**src/rtl/irrigation_countdown_timer.sv**
```systemverilog
// rtl/irrigation_countdown_timer.sv - BCD MM:SS irrigation countdown with bitwise set/reset preload
module irrigation_countdown_timer #(
    parameter int AUTO_RELOAD = 0,
    parameter int MIN_D_MAX   = 9
) (
    input  logic       clk,
    input  logic       reset,
    input  logic       tick_1hz,
    input  logic       recount,
    input  logic       pause,
    input  logic [3:0] minutes_d_setter,
    input  logic [3:0] minutes_u_setter,
    input  logic [3:0] minutes_d_resetter,
    input  logic [3:0] minutes_u_resetter,
    input  logic [3:0] seconds_d_resetter,
    output logic [3:0] minutes_d,
    output logic [3:0] minutes_u,
    output logic [3:0] seconds_d,
    output logic [3:0] seconds_u,
    output logic       running,
    output logic       expired,
    output logic       done,
    output logic       load_error
);

    typedef enum logic [1:0] {S_IDLE, S_RUNNING, S_PAUSED, S_EXPIRED} state_t;

    localparam logic [3:0] MD_MAX = 4'(MIN_D_MAX);

    state_t     r_state;
    logic [3:0] r_md, r_mu, r_sd, r_su;
    logic [3:0] r_rl_md, r_rl_mu, r_rl_sd;
    logic       r_running, r_expired, r_done, r_load_error;

    // Preload merge: resetter wins over setter, untouched bits keep the current digit.
    logic [3:0] w_md_m, w_mu_m, w_sd_m;
    logic [3:0] w_md_l, w_mu_l, w_sd_l;
    logic       w_conflict, w_clamped, w_load_zero, w_rl_zero;

    assign w_md_m = (r_md | minutes_d_setter) & ~minutes_d_resetter;
    assign w_mu_m = (r_mu | minutes_u_setter) & ~minutes_u_resetter;
    assign w_sd_m = r_sd & ~seconds_d_resetter;

    assign w_md_l = (w_md_m > MD_MAX) ? MD_MAX : w_md_m;
    assign w_mu_l = (w_mu_m > 4'd9)   ? 4'd9   : w_mu_m;
    assign w_sd_l = (w_sd_m > 4'd5)   ? 4'd5   : w_sd_m;

    assign w_conflict  = (|(minutes_d_setter & minutes_d_resetter)) |
                         (|(minutes_u_setter & minutes_u_resetter));
    assign w_clamped   = (w_md_m > MD_MAX) | (w_mu_m > 4'd9) | (w_sd_m > 4'd5);
    assign w_load_zero = (w_md_l == 4'd0) && (w_mu_l == 4'd0) && (w_sd_l == 4'd0);
    assign w_rl_zero   = (r_rl_md == 4'd0) && (r_rl_mu == 4'd0) && (r_rl_sd == 4'd0);

    // One-second BCD borrow chain.
    logic       w_b0, w_b1, w_b2, w_dec_zero;
    logic [3:0] w_su_dec, w_sd_dec, w_mu_dec, w_md_dec;

    assign w_b0     = (r_su == 4'd0);
    assign w_b1     = w_b0 && (r_sd == 4'd0);
    assign w_b2     = w_b1 && (r_mu == 4'd0);
    assign w_su_dec = w_b0 ? 4'd9 : r_su - 4'd1;
    assign w_sd_dec = w_b0 ? ((r_sd == 4'd0) ? 4'd5 : r_sd - 4'd1) : r_sd;
    assign w_mu_dec = w_b1 ? ((r_mu == 4'd0) ? 4'd9 : r_mu - 4'd1) : r_mu;
    assign w_md_dec = w_b2 ? r_md - 4'd1 : r_md;
    assign w_dec_zero = (w_md_dec == 4'd0) && (w_mu_dec == 4'd0) &&
                        (w_sd_dec == 4'd0) && (w_su_dec == 4'd0);

    always_ff @(posedge clk) begin
        if (reset) begin
            r_state      <= S_IDLE;
            r_md         <= 4'd0;
            r_mu         <= 4'd0;
            r_sd         <= 4'd0;
            r_su         <= 4'd0;
            r_rl_md      <= 4'd0;
            r_rl_mu      <= 4'd0;
            r_rl_sd      <= 4'd0;
            r_running    <= 1'b0;
            r_expired    <= 1'b0;
            r_done       <= 1'b0;
            r_load_error <= 1'b0;
        end else begin
            r_done       <= 1'b0;
            r_load_error <= 1'b0;
            if (recount) begin
                r_md         <= w_md_l;
                r_mu         <= w_mu_l;
                r_sd         <= w_sd_l;
                r_su         <= 4'd0;
                r_rl_md      <= w_md_l;
                r_rl_mu      <= w_mu_l;
                r_rl_sd      <= w_sd_l;
                r_load_error <= w_conflict | w_clamped;
                if (w_load_zero) begin
                    r_state   <= S_EXPIRED;
                    r_running <= 1'b0;
                    r_expired <= 1'b1;
                    r_done    <= 1'b1;
                end else begin
                    r_state   <= S_RUNNING;
                    r_running <= 1'b1;
                    r_expired <= 1'b0;
                end
            end else begin
                case (r_state)
                    S_RUNNING: begin
                        if (pause) begin
                            r_state   <= S_PAUSED;
                            r_running <= 1'b0;
                        end else if (tick_1hz) begin
                            r_md <= w_md_dec;
                            r_mu <= w_mu_dec;
                            r_sd <= w_sd_dec;
                            r_su <= w_su_dec;
                            if (w_dec_zero) begin
                                r_state   <= S_EXPIRED;
                                r_running <= 1'b0;
                                r_expired <= 1'b1;
                                r_done    <= 1'b1;
                            end
                        end
                    end
                    S_PAUSED: begin
                        if (!pause) begin
                            r_state   <= S_RUNNING;
                            r_running <= 1'b1;
                        end
                    end
                    S_EXPIRED: begin
                        // A 00:00 reload value would re-expire forever, so it simply stays expired.
                        if ((AUTO_RELOAD != 0) && !w_rl_zero) begin
                            r_md      <= r_rl_md;
                            r_mu      <= r_rl_mu;
                            r_sd      <= r_rl_sd;
                            r_su      <= 4'd0;
                            r_state   <= S_RUNNING;
                            r_running <= 1'b1;
                            r_expired <= 1'b0;
                        end
                    end
                    default: begin
                    end
                endcase
            end
        end
    end

    assign minutes_d  = r_md;
    assign minutes_u  = r_mu;
    assign seconds_d  = r_sd;
    assign seconds_u  = r_su;
    assign running    = r_running;
    assign expired    = r_expired;
    assign done       = r_done;
    assign load_error = r_load_error;

endmodule
```
**config.mk**
```make
export PLATFORM = sky130hd
export DESIGN_NAME = irrigation_countdown_timer
export DESIGN_NICKNAME = d
export VERILOG_FILES = /design/src/rtl/irrigation_countdown_timer.sv
export SDC_FILE = /design/constraint.sdc
export NUM_CORES = 1
export LEC_CHECK = 0
export BUFFER_PORTS_ARGS = -buffer_cell sky130_fd_sc_hd__buf_2
export CAP_MARGIN = 10
export CORE_AREA = 2 2 59 61
export CTS_CLUSTER_SIZE = 40
export DETAILED_ROUTE_END_ITERATION = 7
export DIE_AREA = 0 0 61 63
export PLACE_DENSITY = 0.8
export SETUP_SLACK_MARGIN = 0.15
export SLEW_MARGIN = 30
export SYNTH_ARGS = -nofsm -noshare
export SYNTH_HDL_FRONTEND = slang
export SYNTH_SLANG_ARGS = --single-unit
```
**constraint.sdc**
```tcl
create_clock -name clk -period 3.38 [get_ports clk]
set_input_delay 0 -clock clk [delete_from_list [all_inputs] [get_ports clk]]
set_output_delay 0 -clock clk [all_outputs]
set_load 0.1 [all_outputs]
```
* Yosys cells after proc, flatten, opt, wreduce, memory -nomap -nowiden
Index checks and enable logic that the tools add are counted.
Storage, ports and cells: output and inout bits 20, register bits after elaboration 22, input port bits 25, logic and storage cells 113
Operators by class: reductions and logical operators 29, mux-type cells 46, order comparisons 3, bitwise operators 16, eq/ne operators 6, add/subtract/negate cells 4
Operators with widths (count):
- $mux W4 | 21
- $logic_not A4 Y1 | 10
- $and A4 B4 Y4 | 5
- $mux W1 | 17
- $sub A4 B1 Y4 const B | 4
- $mux W2 | 6
- $not A4 Y4 | 3
- $gt A4 B4 Y1 const B | 2
- $ne A4 B4 Y1 const B | 2
- $or A4 B4 Y4 | 2
- $reduce_and A4 Y1 | 2
- $reduce_or A4 Y1 | 2
- $logic_and A1 B1 Y1 | 7
- $reduce_and A3 Y1 | 2
- $reduce_bool A2 Y1 | 3
- $gt A4 B3 Y1 const B | 1
- $or A1 B1 Y1 | 4
- $pmux W2 S2 | 1
- $reduce_or A2 Y1 | 2
- $ne A3 B3 Y1 const B | 1
- $reduce_bool A3 Y1 | 1
- $eq A2 B1 Y1 const B | 1
- $eq A2 B2 Y1 const B | 1
- $ne A2 B2 Y1 const B | 1
- 2 further kinds | 3

* Depth between registers and ports, before layout
Gate-level depths: netlist of run 1.
word-level depth 13, mapped depth 6, depth with buffers taken out 6

* Worst setup path before layout of run 1
Ideal clock, no wire load.
path type register to register, start reg r_mu[1] (netlist: minutes_u[1]), end reg r_state[1], setup time 0.115 ns, cell stages (with the launch flop) 7, path slack 1.112 ns, clock period less this slack 2.268 ns, arrival 2.154 ns, path buffers 1, data required time 3.265 ns, cell sequence dfxtp_1 clkbuf_1 nor3_1 and4_1 and4b_1 a31o_2 o21a_1
On the way: word-level cells in the longest chain between the ends 9, elaborated cells between the ends (all ways) 22, classes of those cells add/sub (1); order compare (1); eq/ne (1); mux (6); bitwise (2); reduce/logical (11)
RTL lines:
- from (decl) | line 31 | logic [3:0] r_md, r_mu, r_sd, r_su;
- from (signal assigned) | line 87 | r_mu <= w_mu_l;
- from (signal assigned) | line 112 | r_mu <= w_mu_dec;
- from (signal assigned) | line 133 | r_mu <= r_rl_mu;
- $sub A4 B1 Y4, or another cell as far along | line 63 | assign w_mu_dec = w_b1 ? ((r_mu == 4'd0) ? 4'd9 : r_mu - 4'd1) : r_mu;
- $mux W4, or another cell as far along (2 in series) | line 63
- $logic_not A4 Y1 or $mux W4 (tied branches) | line 65, 45
- $logic_and A1 B1 Y1 or $logic_not A4 Y1 (tied branches) | line 65, 51
- $logic_and A1 B1 Y1, on equally long branches | line 65, 51
- $logic_and A1 B1 Y1, on equally long branches | line 66, 51
- $ne A4 B4 Y1 (no source line) or $mux W2 (tied branches)
- $reduce_and A4 Y1 (no source line) or $mux W2 (tied branches)
- to (signal assigned) | line 70 | r_state <= S_IDLE;
- to (signal assigned) | line 95 | r_state <= S_EXPIRED;
- to (signal assigned) | line 100 | r_state <= S_RUNNING;
- to (decl) | line 30 | state_t r_state;
Parallel ways exist; a longest one is shown, timed or not. A chain may end at the register's enable or synchronous reset.

* Worst setup path after layout of run 1
start reg r_sd[0] (netlist: seconds_d[0]), end reg r_mu[2] (netlist: minutes_u[2])
On the way: word-level cells in the longest chain between the ends 7
RTL lines:
- from (decl) | line 31
- from (signal assigned) | line 88 | r_sd <= w_sd_l;
- from (signal assigned) | line 113 | r_sd <= w_sd_dec;
- from (signal assigned) | line 134 | r_sd <= r_rl_sd;
- $logic_not A4 Y1 | line 59 | assign w_b1 = w_b0 && (r_sd == 4'd0);
- $logic_and A1 B1 Y1 | line 59
- $mux W4 | line 63
- $mux W4 | line 110 | end else if (tick_1hz) begin
- $mux W4 | line 107 | if (pause) begin
- $mux W4 | line 105 | case (r_state)
- $mux W4 | line 85 | if (recount) begin
Every way passes these cells. The select of a mux whose other input is x is not followed.

==> impl_metrics.ini, run 1 <==
[synthesis]
syn_nets = 204
synth_area_um2 = 1434
synthMuxAreaShare_pct = 2.094
synth-seq-cells = 22
yosys_warnings = 0
synth.avg_cell_area_um2 = 8.055
synth_top_family_by_area = simple AND/OR/NAND/NOR gates
synth_top_area_cell = dfxtp_1
ys_seq_area_share_pct = 30.72
synth_area_leaders = dfxtp_1 (31%), nor2_1 (5.2%), a21oi_1 (3.8%), a211oi_1 (3.7%), o21bai_1 (3.7%)
synth_top_cell_area_share_pct = 30.72
async_flop_share_pct = 0
synthAdderAreaFrac_pct = 1.571
synth_edf_count = 0
synth_compound_area_share_pct = 27.40
synthFlopType = dfxtp_1
synth-xor-area-share_pct = 3.054
synth_cell_types = 46
synthCells = 178
synth_simple_gate_area_share_pct = 30.72

[global_routing]
grt_pass1_wl_um = 6334
grt_pass1_vias = 1395
grt_max_degree = 23
overflow = 0
track_usage_pct = 21.30
grt_antenna_before_repair = 0

[clock_network]
post_cts_buffers = 0
cts-resized-gates = 0
ctsLongestPathBuffers = 2
cts_tree = done
h-tree-depth = 1
cts_sinks = 22
hold_buffers = 1
clk_latency_ps = 310
clk_pin_slew_ps = 120
numCtsBuffers = 3
root_buffer = clkbuf_4

[final_layout]
nets = 245
finalInstanceArea_um2 = 1710
final_layout_size_suffix_gt1_share_pct = 27.65
area_growth_syn_to_layout_pct = 19.28
n_antenna_cell = 0
final_util_pct = 52.92
finalNonFillerCells = 263

[min_path]
whs_path_depth = 3
hold_path.class = in2reg

[placement]
numPortBuffers = 44
placed_cell_area_um2 = 1678
hpwl_um = 2797
place_congestion = 0.8057
dp.cells = 259

[worst_setup_path]
worst-r2r-cell-count = 4
required_ps = 3610
cpPeakStageDelay_ps = 540
startpoint_type = flip-flop
critPathCaptureType = flip-flop
worst-path-max-fanout = 9
critPathArrivalTime_ps = 2200
slowest_stage = or4b_1
worst-setup-path-type = reg2reg
path_cells = nor4_4 > nand4_4 > or4b_1 > a311oi_1

[sta]
max_slew_margin_pct = 64.51
slew_violations = 0
period_needed_ps = 1973
finClkSkew_ps = 5.542
hold_viol = 0
setup_violations = 0
rsz0062_at_grt = no
tightestPinTransition_ps = 528.3
setup_tns_ps = 0
fmax_mhz = 507.0
period_share_pct = 58.36

[power_and_ir_drop]
swShare_pct = 39.74
switching_power_uw = 248.3
p_seq_share_pct = 46.9
peakVddDrop_v = 0.0001873
p_clk_share_pct = 19.4
power.internal_uw = 376.5
p_leak_nw = 0.7109
p_per_area_nw_per_um2 = 365.3
p_total_uw = 624.7
p_comb_share_pct = 33.7

[status]
status = finished clean

[floorplanning]
die_h_um = 63
initial_core_util_pct = 44.37
core-area_um2 = 3232
num_io_pins = 45
row_count = 21
die_width_um = 61
dieArea_um2 = 3843

[routing]
dr.pass1.iters = 4
postRouteAntennaNets = 0
wl_um = 3647
drc = 0
wire_per_inst_um = 13.87
drtIter0Drc = 51
dr_total_vias = 1514
viasPerCell = 5.757

[run]
drv_cap = 0
-- placed cells by master, fill, tap and decap left out, types with 2 or more instances in the layout --
cell type   n
a211oi_1    7
clkbuf_4    3
a21oi_1    11
nor4_1      5
a21o_1      5
nor2_1     20
o21bai_1    7
xnor2_1     4
a31o_2      3
nor4b_1     2
inv_1       8
or2_2       4
nand4_1     3
mux2i_1     3
buf_2      44
nand2b_1    5
o21ai_0     5
nand2_1    11
a31oi_1     3
o2111ai_1   2
a221oi_1    2
nor3_1      7
or3_1       2
o21a_1      2
a22o_1      2
a311oi_1    2
or3b_2      2
dfxtp_1    22
a22oi_1     2
-- power groups by stage --
| stage | clock [mW] | combinational (mW) | sequential [mW] |
|---|---|---|---|
| after floorplan | 0 | 0.0909 | 0.369 |
| after global placement | 0 | 0.207 | 0.298 |
| after detailed placement | 0 | 0.209 | 0.298 |
| after CTS | 0.125 | 0.211 | 0.292 |
| after global routing | 0.137 | 0.227 | 0.296 |
| final | 0.121 | 0.211 | 0.293 |
-- cells by family after synthesis --
logic type,after synthesis
XOR/XNOR,5
AO/OA/AOI/OAI,56
flip-flops,22
AND/OR/NAND/NOR,73
multiplexers,3
buffers and inverters,17
adder cells (fa/ha/maj),2
-- cell usage after synthesis, types with 3 or more instances --
cell type  instances
a211oi_1           7
a21o_1             5
a21oi_1           11
a31o_2             3
a31oi_1            3
clkbuf_1           9
dfxtp_1           22
inv_1              8
mux2i_1            3
nand2_1           11
nand2b_1           5
nand4_1            3
nor2_1            20
nor3_1             7
nor4_1             5
o21ai_0            5
o21bai_1           7
or2_2              4
xnor2_1            4
-- final timing paths --
kind	startpoint	slack, ps	end
setup reg to reg	seconds_d[0]$_SDFFE_PP0P_	1410	minutes_u[2]$_SDFFE_PP0P_
hold reg to reg	seconds_u[2]$_SDFFE_PP0P_	550	seconds_u[2]$_SDFFE_PP0P_
setup / recovery	seconds_d[0]$_SDFFE_PP0P_	1410	minutes_u[2]$_SDFFE_PP0P_
hold / removal	minutes_u_resetter[0]	10	minutes_u[0]$_SDFFE_PP0P_
-- layer usage --
layer / global-route usage [%] / part of all wire [%]
met1: 29.76 / 44
met2: 32.66 / 48
met3: 5.590 / 7.0
met4: 4.348 / 0.41
met5: 0 / 0
-- worst max-delay path, delay by kind of cell (launching register included) --
| family | cells | cell delay (ps) |
|---|---|---|
| AND/OR/NAND/NOR | 3 | 1220 |
| flip-flops | 1 | 410 |
| AO/OA/AOI/OAI | 1 | 270 |
-- sequential cells by signal, indices dropped and copies added, names as in the netlist --
register,cells
load_error,1
seconds_u,4
minutes_d,4
done,1
seconds_d,4
expired,1
minutes_u,4
running,1
r_state,2
-- final cells by class --
cell class                      count  area (um^2)
Fill cell                         322         1521
Multi-Input combinational cell    139        929.6
Sequential cell                    22        440.4
Timing Repair Buffer               45        230.2
Tap cell                           46        57.56
Inverter                            8        30.03
Clock buffer                        3        22.52
-- through the flow --
step	setup slack, ps	hold WS, ps
CTS	1400	4.322
floorplan	1112	154.6
global placement	1538	312.8
finish	1407	13.61
detailed placement	1426	322.8
global route	1305	23.79
Note: power is estimated with default switching activity, not from simulation.
==> run 2: changes to the inputs <==
--- a/config.mk
+++ b/config.mk
@@ -5,13 +5,14 @@
 export SDC_FILE = /design/constraint.sdc
 export NUM_CORES = 1
 export LEC_CHECK = 0
+export ABC_AREA = 1
 export BUFFER_PORTS_ARGS = -buffer_cell sky130_fd_sc_hd__buf_2
 export CAP_MARGIN = 10
-export CORE_AREA = 2 2 59 61
+export CORE_AREA = 2 2 61 63
 export CTS_CLUSTER_SIZE = 40
 export DETAILED_ROUTE_END_ITERATION = 7
-export DIE_AREA = 0 0 61 63
-export PLACE_DENSITY = 0.8
+export DIE_AREA = 0 0 63 65
+export PLACE_DENSITY = 0.79
 export SETUP_SLACK_MARGIN = 0.15
 export SLEW_MARGIN = 30
 export SYNTH_ARGS = -nofsm -noshare
==> constraint.sdc (replaced) <==
create_clock -name clk -period 1.95 [get_ports clk]
set_input_delay 0 -clock clk [delete_from_list [all_inputs] [get_ports clk]]
set_output_delay 0 -clock clk [all_outputs]
set_load 0.1 [all_outputs]
==> run 2 against run 1 <==
Wire length grew 13%. Core utilization rose by 4.9 points. Die area up 6.6%. Combinational power increased to 2.6 times the previous value. Global-route usage down 1.3 points. Via count is 16% higher. Clock power rose to 3.0 times the previous value. Non-clock buffer count grew 8. Critical path type unchanged. Synthesized cell count up 33%. Power increased by 130%. Register-to-register slack got worse by 1200 ps.
==> impl_metrics.ini, run 2 <==
[status]
status = finished clean

[clock_network]
h-tree-depth = 1
cts_sinks = 22
ctsLongestPathBuffers = 2
root_buffer = clkbuf_4
clk_latency_ps = 320
cts_tree = done
numCtsBuffers = 3
clk_pin_slew_ps = 140

[floorplanning]
row_count = 22
num_io_pins = 45
initial_core_util_pct = 43.92
dieArea_um2 = 4095
die_width_um = 63
core-area_um2 = 3496
die_h_um = 65

[final_layout]
n_antenna_cell = 0
finalNonFillerCells = 337
final_cell_mix = nand2_1 (45), buf_2 (44), inv_1 (34)
nets = 316
finalInstanceArea_um2 = 2022
area_growth_syn_to_layout_pct = 31.70
layout_commonest_cell = nand2_1
final_util_pct = 57.84
final_layout_size_suffix_gt1_share_pct = 37.02

[synthesis]
synth-seq-cells = 22
synth_area_leaders = dfxtp_1 (29%), nand2_1 (12%), inv_1 (8.8%), nor2_1 (7.8%), nand3_1 (4.6%)
synthCells = 236
syn_nets = 262
synth_cell_types = 32
synth_edf_count = 0
synthFlopType = dfxtp_1
synth_common_cells = nand2_1 (48), inv_1 (36), nor2_1 (32)
async_flop_share_pct = 0
yosysMostFrequentCell = nand2_1
ys_seq_area_share_pct = 28.69
yosys_warnings = 0
synth_area_um2 = 1535
synth_top_cell_area_share_pct = 28.69
synth_top_area_cell = dfxtp_1
synth.avg_cell_area_um2 = 6.505

[routing]
viasPerCell = 5.220
route.met3.wl_um = 321
wl_met2_um = 1951
wl_um = 4122
wire_per_inst_um = 12.23
dr.pass1.iters = 4
drtIter0Drc = 90
dr_total_vias = 1759
drc = 0
topRoutingLayerUsed = met4
wl_met1_um = 1790
postRouteAntennaNets = 0

[placement]
dp.cells = 325
numPortBuffers = 44
pre_cts_slack_ps = 121.9
place_congestion = 0.8570
hpwl_um = 3120
placed_cell_area_um2 = 1849

[power_and_ir_drop]
p_seq_share_pct = 35.2
p_comb_share_pct = 39.2
peakVddDrop_v = 0.0003572
p_leak_nw = 0.9524
power.internal_uw = 841.7
p_per_area_nw_per_um2 = 696.6
p_total_mw = 1.409
switching_power_uw = 566.9
swShare_pct = 40.25
p_clk_share_pct = 25.6

[sta]
finClkSkew_ps = 13.95
hold_viol = 0
tightestPinTransition_ps = 527.4
setup_tns_ps = 0
rsz0062_at_grt = yes
period_share_pct = 87.29
hold_slack_ps = 29.26
setup_violations = 0
fmax_mhz = 587.5
slew_violations = 0
max_slew_margin_pct = 64.54
fin_ws_ps = 247.8
period_needed_ps = 1702

[worst_setup_path]
worst-r2r-cell-count = 14
worst-path-max-fanout = 7
required_ps = 2170
critPathCaptureType = flip-flop
worstSetupPathDepth = 14
startpoint_type = flip-flop
path_cells = nor2_4 > nand2_4 > nor2_8 > nand2_4 > nand2_2 > nand2_2 > inv_2 > nand2_2 > nor2_4 > nand4_1 > nand2_2 > nand2_2 > nand2_1 > a21oi_1
path_common_cell = nand2_2
path_delay_family = simple AND/OR/NAND/NOR gates
path_buf_inv = 1
slowest_stage = dfxtp_4
cpPeakStageDelay_ps = 390
worst-setup-path-type = reg2reg
critPathArrivalTime_ps = 1920

[global_routing]
grt_max_degree = 17
grt_pass1_wl_um = 6596
grt_antenna_before_repair = 0
grt_pass1_vias = 1522
overflow = 0
track_usage_pct = 20.01

[min_path]
whs_path_depth = 4
hold_path.class = in2reg

[run]
drv_cap = 0
run 2: cell count changes in the layout (fill, tap and decap cells not counted), moves of 9 or more:
| cell | change |
|---|---|
| dfxtp_1 | -16 |
| dfxtp_4 | +11 |
| inv_1 | +26 |
| nand2_1 | +34 |
| nand3_1 | +11 |
| nor2_1 | +9 |
run 2: what timing repair did:
action | CTS | global route
buffers inserted | 0 | 7
setup endpoints to repair | 3 | 11
endpoints found under the hold margin | 1 | 0
hold buffers | 1 | 0
gates resized for setup | 1 | 19
pin swaps | 0 | 11
run 2: final cells by class:
type,count,area [um^2]
Clock buffer,3,22.52
Timing Repair Buffer,53,290.3
Inverter,37,138.9
Multi-Input combinational cell,173,992.2
Tap cell,48,60.06
Clock inverter,1,30.03
Sequential cell,22,488.0
Fill cell,335,1474
run 2: worst reg2reg max path: cells and delay by family, from the launching register on:
family                 cells  cell delay (ps)
AND/OR/NAND/NOR           12             1100
flip-flops                 1              390
AO/OA/AOI/OAI              1               60
buffers and inverters      1               50
run 2: path summary, 6_finish.rpt:
check	from	to	slack (ps)
max	seconds_u[3]$_SDFFE_PP0P_	running$_SDFFE_PP0P_	250
min	seconds_d_resetter[2]	seconds_d[2]$_SDFFE_PP0P_	30
min reg2reg	expired$_SDFFE_PP0P_	expired$_SDFFE_PP0P_	460
max reg2reg	seconds_u[3]$_SDFFE_PP0P_	running$_SDFFE_PP0P_	250
run 2: metal layers:
metal | global-route usage, % | vias up
met4 | 6.667 | 0
met5 | 0 | -
met3 | 2.604 | 8
li1 | - | 888
met1 | 25.88 | 779
met2 | 34.31 | 84
run 2: cells by family after synthesis:
family,Yosys count,share of synthesized area [%]
buffers and inverters,41,10.11
and+or+nand+nor,116,36.84
DFF,22,28.69
adders and majority gates,1,0.8149
AOI/OAI and AO/OA,53,21.84
xor gates and xnor gates,3,1.712
run 2: power by group through the flow:
stage / Combinational [mW] / Sequential (mW) / Clock [mW]
finish: 0.552 / 0.496 / 0.360
global route: 0.598 / 0.500 / 0.386
CTS: 0.509 / 0.498 / 0.367
detailed placement: 0.505 / 0.508 / 0
global placement: 0.503 / 0.507 / 0
floorplan: 0.251 / 0.656 / 0
